<file path="src/rtl/full_adder_pkg.sv">
// full_adder_pkg: shared bit-level helper for the full adder cells
package full_adder_pkg;

    // carry generate or propagate of one full-adder bit
    function automatic logic fa_carry(input logic a, input logic b, input logic cin);
        return (a & b) | (cin & (a ^ b));
    endfunction

endpackage

</file>
<file path="src/rtl/full_adder_bit.sv">
// full_adder_bit: combinational 1-bit full-adder cell used in the ripple chain
module full_adder_bit
    import full_adder_pkg::*;
(
    input  logic a,
    input  logic b,
    input  logic cin,
    output logic s,
    output logic cout
);

    assign s    = a ^ b ^ cin;
    assign cout = fa_carry(a, b, cin);

endmodule

</file>
<file path="src/rtl/full_adder.sv">
// full_adder: registered WIDTH-bit ripple-carry adder with valid pipeline
module full_adder
    import full_adder_pkg::*;
#(
    parameter int WIDTH = 1
) (
    input  logic             clk,
    input  logic             rst_n,
    input  logic [WIDTH-1:0] a,
    input  logic [WIDTH-1:0] b,
    input  logic             carry,
    input  logic             in_valid,
    output logic [WIDTH-1:0] sum,
    output logic             carryout,
    output logic             out_valid
);

    logic [WIDTH:0]   c;
    logic [WIDTH-1:0] s;
    logic [WIDTH-1:0] sum_d, sum_q;
    logic             carryout_d, carryout_q;
    logic             out_valid_d, out_valid_q;

    assign c[0] = carry;

    for (genvar i = 0; i < WIDTH; i++) begin : g_bit
        full_adder_bit u_bit (
            .a    (a[i]),
            .b    (b[i]),
            .cin  (c[i]),
            .s    (s[i]),
            .cout (c[i+1])
        );
    end

    // capture the ripple result only on valid operands, otherwise hold
    always_comb begin
        sum_d       = in_valid ? s : sum_q;
        carryout_d  = in_valid ? c[WIDTH] : carryout_q;
        out_valid_d = in_valid;
    end

    // output registers, cleared immediately by the asynchronous reset
    always_ff @(posedge clk or negedge rst_n) begin
        if (!rst_n) begin
            sum_q       <= '0;
            carryout_q  <= 1'b0;
            out_valid_q <= 1'b0;
        end else begin
            sum_q       <= sum_d;
            carryout_q  <= carryout_d;
            out_valid_q <= out_valid_d;
        end
    end

    assign sum       = sum_q;
    assign carryout  = carryout_q;
    assign out_valid = out_valid_q;

endmodule

</file>
<file path="config.mk">
export PLATFORM = sky130hd
export DESIGN_NAME = full_adder
export DESIGN_NICKNAME = d
export VERILOG_FILES = /design/src/rtl/full_adder_pkg.sv /design/src/rtl/full_adder_bit.sv /design/src/rtl/full_adder.sv
export SDC_FILE = /design/constraint.sdc
export NUM_CORES = 1
export LEC_CHECK = 0
export CAP_MARGIN = 5
export CORE_AREA = 2 2 39 41
export CTS_CLUSTER_SIZE = 40
export DETAILED_ROUTE_END_ITERATION = 10
export DIE_AREA = 0 0 41 43
export PLACE_DENSITY = 0.3
export SKIP_CTS_REPAIR_TIMING = 1
export SYNTH_ARGS = -nofsm -noshare
export SYNTH_HDL_FRONTEND = slang
export SYNTH_HIERARCHICAL = 1
export SYNTH_SLANG_ARGS = --single-unit
</file>
<file path="constraint.sdc">
create_clock -name clk -period 0.87 [get_ports clk]
set_clock_uncertainty 0.2 [all_clocks]
set_input_delay 0.087 -clock clk [delete_from_list [all_inputs] [get_ports clk]]
set_output_delay 0.087 -clock clk [all_outputs]
set_load 0.005 [all_outputs]
</file>
[Word level (Yosys, flattened, before mapping)]
Cells that the tools add are included.
Storage, ports and cells
  output and inout bits: 3
  flip-flop bits (word level): 3
  logic and storage cells: 8
Operators by class
  bitwise gates (word level): 5
Operators by type and width (number)
  1-bit bitwise AND: 2
  1-bit bitwise XOR: 2
  1-bit bitwise OR: 1

[Depth between registers and ports, before layout]
Gate-level depths: netlist (run 1).
  word-level depth: 3
  depth in mapped cells: 2
  gate-level depth less buffers: 2

[Hierarchy]
Netlist (run 1), hierarchy kept.
By module, submodules not included
  full_adder: seq. area each 75.1 µm², times used 1, area each 97.6 µm², cells an instance 5
  full_adder_bit: seq. area each 0.0 µm², times used 1, area each 20.0 µm², cells an instance 1

[Worst setup path before layout (run 1)]
Ideal clock, no wire load.
  path kind: input -> register
  start: input a
  end: register sum_q (netlist: sum)
  required time: 545 ps
  arrival time: 788 ps
  setup time: 125 ps
  path slack: -243 ps
  cell stages on the path: 2
  cells stage by stage: fa_1 > mux2_2
Between the ends
  longest elaborated chain between the ends: 2
RTL lines
  from (decl): RTL line full_adder.sv:9  | input logic [WIDTH-1:0] a,
  1-bit bitwise XOR (2 in a row): RTL line full_adder_bit.sv:12  | assign s = a ^ b ^ cin;
  to (signal assigned): RTL line full_adder.sv:50  | sum_q <= sum_d;
  to (decl): RTL line full_adder.sv:20  | logic [WIDTH-1:0] sum_d, sum_q;
No other way between the ends.
A chain may end at the register's enable or synchronous reset.

==> results of run 1 <==
==> synth_stat cells (all sizes together) <==
cell / instances / area, µm²
mux2: 2 / 22.5
fa: 1 / 20.0
dfrtp: 3 / 75.1
==> flip-flops by register name (all words and copies together) (netlist names) <==
register,flops
carryout,1
out_valid,1
sum,1
==> through the flow <==
step	instance area, µm²	TNS [ps]	hold WS [ps]	setup WS (ps)
finish	259	-707	-163	-188
global route	259	-838	-159	-210
CTS	258	-2340	-166	-504
detailed placement	231	-2130	84.5	-744
global placement	231	-2130	79.5	-744
floorplan	124	-361	-409	-223
==> power by group <==
group          switching (W)   total, W  internal (W)
registers         0.00000901   0.000167      0.000158
logic              0.0000278  0.0000957     0.0000679
clock network      0.0000703   0.000242      0.000172
==> routing by layer <==
metal / GRT usage / wire, µm
met1: 0.0192 / 68
met2: 0.0750 / 177
met3: 0.0157 / 48
met4: 0.0600 / 0
met5: 0 / 0
==> path summary, 6_finish.rpt <==
check                          from   endpoint  slack (ps)  cells past startpoint
hold reg to reg                 sum        sum         310                      1
setup reg to reg           carryout   carryout        -190                      2
max in group asynchronous     rst_n  out_valid         480                      1
min in group clk           in_valid  out_valid        -100                      1
hold / removal                rst_n   carryout        -160                      1
setup / recovery           carryout   carryout        -190                      2
==> cell families after synthesis <==
logic type / count (synthesis) / share of synthesized area
DFF: 3 / 0.638
muxes: 2 / 0.191
adders and majority gates: 1 / 0.170
==> area by class of cell <==
type                       count  area [µm²]
multi-input combinational      3        52.6
fill                         161        1120
sequential                     3        75.1
tap                           16        20.0
timing repair buffer           9        85.1
clock buffer                   4        26.3
==> run summary, run 1 <==
status - complete, but fails checks
failing checks - negative hold slack, negative setup slack
I/O Buffers - 8
Final GP Congestion - 0.456
TritonCTS Buffers - 3
pin count of the biggest net entering global routing - 4
DRC - 0
Final WS setup - -188 ps
register area share after synthesis - 0.638
vias in the first global route - 125
Cell variety after synth - 3
WL/cell - 8.40 µm
Fmax - 945 MHz
syn_nets - 13
Syn Std Cell Area - 118 µm²
CTS tree - yes
Hold Path Class - primary input to async pin
Routed WL - 294 µm
setup violators final - 5
die area - 1760 µm²
clk slew on worst S/H paths - 40 ps
#FFs+latches synth - 3
final hold vios - 4
DIE WIDTH - 41 µm
vias post-DR - 100
diodes inserted - 0
Max Fanout on Critical Path - 2
clock insertion delay at the later pin of the skew report - 230 ps
most frequent cells in the layout - dfrtp_1 (3), clkbuf_4 (3), dlymetal6s2s_1 (3), clkbuf_2 (3)
critical path, cell by cell - buf_6 -> mux2_4
worst slew pin tran - 193 ps
Critical Path Max Stage Delay - 380 ps
placed cell count - 31
clk root buf - clkbuf_4
critical path launch point type - register
WP buf/inv - 1
Worst Path Required - 790 ps
worst vdd ir - 0.000215 V
first-pass GRT wire length - 420 µm
TritonRoute pass-1 iters - 1
Max Slew Vio Count - 0
slowest CP cell - dfrtp_1
DRT antenna net count - 0
Synth Warn # - 6
arrival time worst endpoint - 970 ps
Total Routing Usage GR - 0.0421
Layout Nets - 27
Via-to-Cell Ratio - 2.86
IO Pins - 9
RSZ-0062 raised after global routing - true
minimum hold slack - -163 ps
clk buf depth - 2
Max-Cap Viols - 0
die height - 43 µm
antenna violations before repair - 0
gate count after technology mapping - 6
P per Cell Area - 1950 nW/µm²
H-tree levels - 1
DR iter-0 viols - 0
CTS sink cnt - 3
syn avg cell area - 19.6 µm²
Setup CP Type - register to register
CP Capture Type - register
Slew Limit Headroom - 0.871
Final Total Pwr - 0.000505 W
crit path time final - 1060 ps
Synth-to-Final Area Change - 120%
Tcrit/Tclk final - 1.22
Starting Density - 0.0850
final core occ - 0.187
layout cells sized above 1 - 0.579
gr ovfl total - 0
area of the core - 1380 µm²
delay-heaviest family, CP - flip-flops
Leakage - 0.141 nW
post-route insts no fill - 35
Core Rows - 14
(Power assumes the default switching activity.)
==> inputs of run 2 (changes only) <==
CTS_CLUSTER_SIZE = default   (was 40)
PLACE_DENSITY = 0.41   (was 0.3)
==> run 2 against run 1 <==
Against the previous run:
- the run still ends with negative hold slack, negative setup slack left
- critical endpoint unchanged
- utilization up 0.18 points
- clock power about the same
- hold slack better by 0.96 ps
- largest power group unchanged
- die area unchanged
- wire length unchanged
- maximum frequency down 0.53%
- cell count unchanged
- non-clock buffer count unchanged
==> run summary, run 2 (synthesis results as in run 1) <==
status - complete, but fails checks
failing checks - negative hold slack, negative setup slack
die area - 1760 µm²
sequential power share - 0.335
pre-CTS setup slack - -754 ps
TritonCTS Buffers - 3
Worst Path Required - 780 ps
RSZ-0062 raised after global routing - true
cell internal pwr - 0.000393 W
WL/cell - 8.40 µm
Fmax - 940 MHz
Leakage - 0.143 nW
Layout Nets - 27
CP Capture Type - register
Critical Path Max Stage Delay - 380 ps
Via-to-Cell Ratio - 2.89
CTS sink cnt - 3
Core Rows - 14
critical path, cell by cell - buf_6 -> mux2_4
area of the core - 1380 µm²
Logic pwr share - 0.181
Hold Path Class - primary input to async pin
H-tree levels - 1
Routed WL - 294 µm
Net Switching - 0.000107 W
minimum hold slack - -162 ps
IO Pins - 9
Final Total Pwr - 0.000500 W
I/O Buffers - 8
most frequent cells in the layout - dlymetal6s2s_1 (4), dfrtp_1 (3), clkbuf_4 (3), clkdlybuf4s50_1 (2), clkbuf_2 (2)
vias post-DR - 101
most common cell after layout, fill and taps aside - dlymetal6s2s_1
sw frac - 0.213
DRT antenna net count - 0
Max-Cap Viols - 0
worst slew pin tran - 149 ps
clock power share - 0.485
clk slew on worst S/H paths - 40 ps
layout cells sized above 1 - 0.474
critical path launch point type - register
Total Routing Usage GR - 0.0454
vias in the first global route - 133
clk buf depth - 2
Final GP Congestion - 0.633
crit path time final - 1060 ps
final hold vios - 3
setup violators final - 5
arrival time worst endpoint - 980 ps
worst vdd ir - 0.000530 V
Max Slew Vio Count - 0
Synth-to-Final Area Change - 122%
gr ovfl total - 0
slowest CP cell - dfrtp_1
antenna violations before repair - 0
Setup CP Type - register to register
first-pass GRT wire length - 462 µm
P per Cell Area - 1910 nW/µm²
DIE WIDTH - 41 µm
RR Startpoint - carryout
CTS tree - yes
clk root buf - clkbuf_4
Worst setup startpoint - carryout
DRC - 0
clock insertion delay at the later pin of the skew report - 230 ps
die height - 43 µm
Max Fanout on Critical Path - 2
pin count of the biggest net entering global routing - 4
DR iter-0 viols - 0
FILL cells - 156
Starting Density - 0.0850
Slew Limit Headroom - 0.901
diodes inserted - 0
Final WS setup - -193 ps
Tcrit/Tclk final - 1.22
TritonRoute pass-1 iters - 1
## run 2: changes by cell type in the layout (fill, tap and decap cells not counted)
cell | before | now
buf_6 | 2 | 1
clkbuf_2 | 3 | 2
clkdlybuf4s50_1 | 1 | 2
dlymetal6s2s_1 | 3 | 4
mux2_2 | 0 | 1
mux2_4 | 2 | 1
## run 2: worst max-delay path, delay by kind of cell (launching register included)
family                 cells  cell delay (ps)
multiplexers               1              250
flip-flops                 1              380
buffers and inverters      1              120
## run 2: final timing paths
path | endpoint | slack (ps) | cells past startpoint
worst max-delay path | carryout | -190 | 2
worst min-delay path | sum | -160 | 1
worst max register to register | carryout | -190 | 2
worst min register to register | sum | 310 | 1
max in group asynchronous | out_valid | 490 | 1
min in group clk | carryout | 120 | 3
## run 2: layout make-up
type                            instances  area (µm²)  share of cell area
Clock buffer                            4        26.3               0.100
Multi-Input combinational cell          3        48.8               0.187
Sequential cell                         3        75.1               0.287
Tap cell                               16        20.0              0.0766
Timing Repair Buffer                    9        91.3               0.349
## run 2: metrics by stage
step | cell area [µm²] | TNS, ps | utilization | cells
after floorplan | 124 | -361 | - | 6
after global placement | 231 | -2060 | 0.167 | 31
after detailed placement | 231 | -2140 | 0.167 | 31
after CTS | 258 | -2360 | 0.186 | 35
after global routing | 262 | -943 | 0.189 | 35
final | 262 | -788 | 0.189 | 35
## run 2: layer usage
layer / global-route usage / up-vias / share of wire
met5: 0 / - / 0
met4: 0.0600 / 0 / 0
met3: 0.0314 / 0 / 0.21
met2: 0.0531 / 9 / 0.44
met1: 0.0423 / 47 / 0.35
li1: - / 45 / -
## run 2: power groups by stage
| stage | sequential (W) | clock, W | combinational, W |
|---|---|---|---|
| 6_report | 0.000167 | 0.000242 | 0.0000904 |
| 4_1_cts | 0.000168 | 0.000257 | 0.000104 |
| 5_1_grt | 0.000171 | 0.000267 | 0.000100 |
| 2_1_floorplan | 0.000169 | 0 | 0.0000225 |
| 3_5_place_dp | 0.000169 | 0 | 0.000103 |
| 3_3_place_gp | 0.000168 | 0 | 0.0000977 |
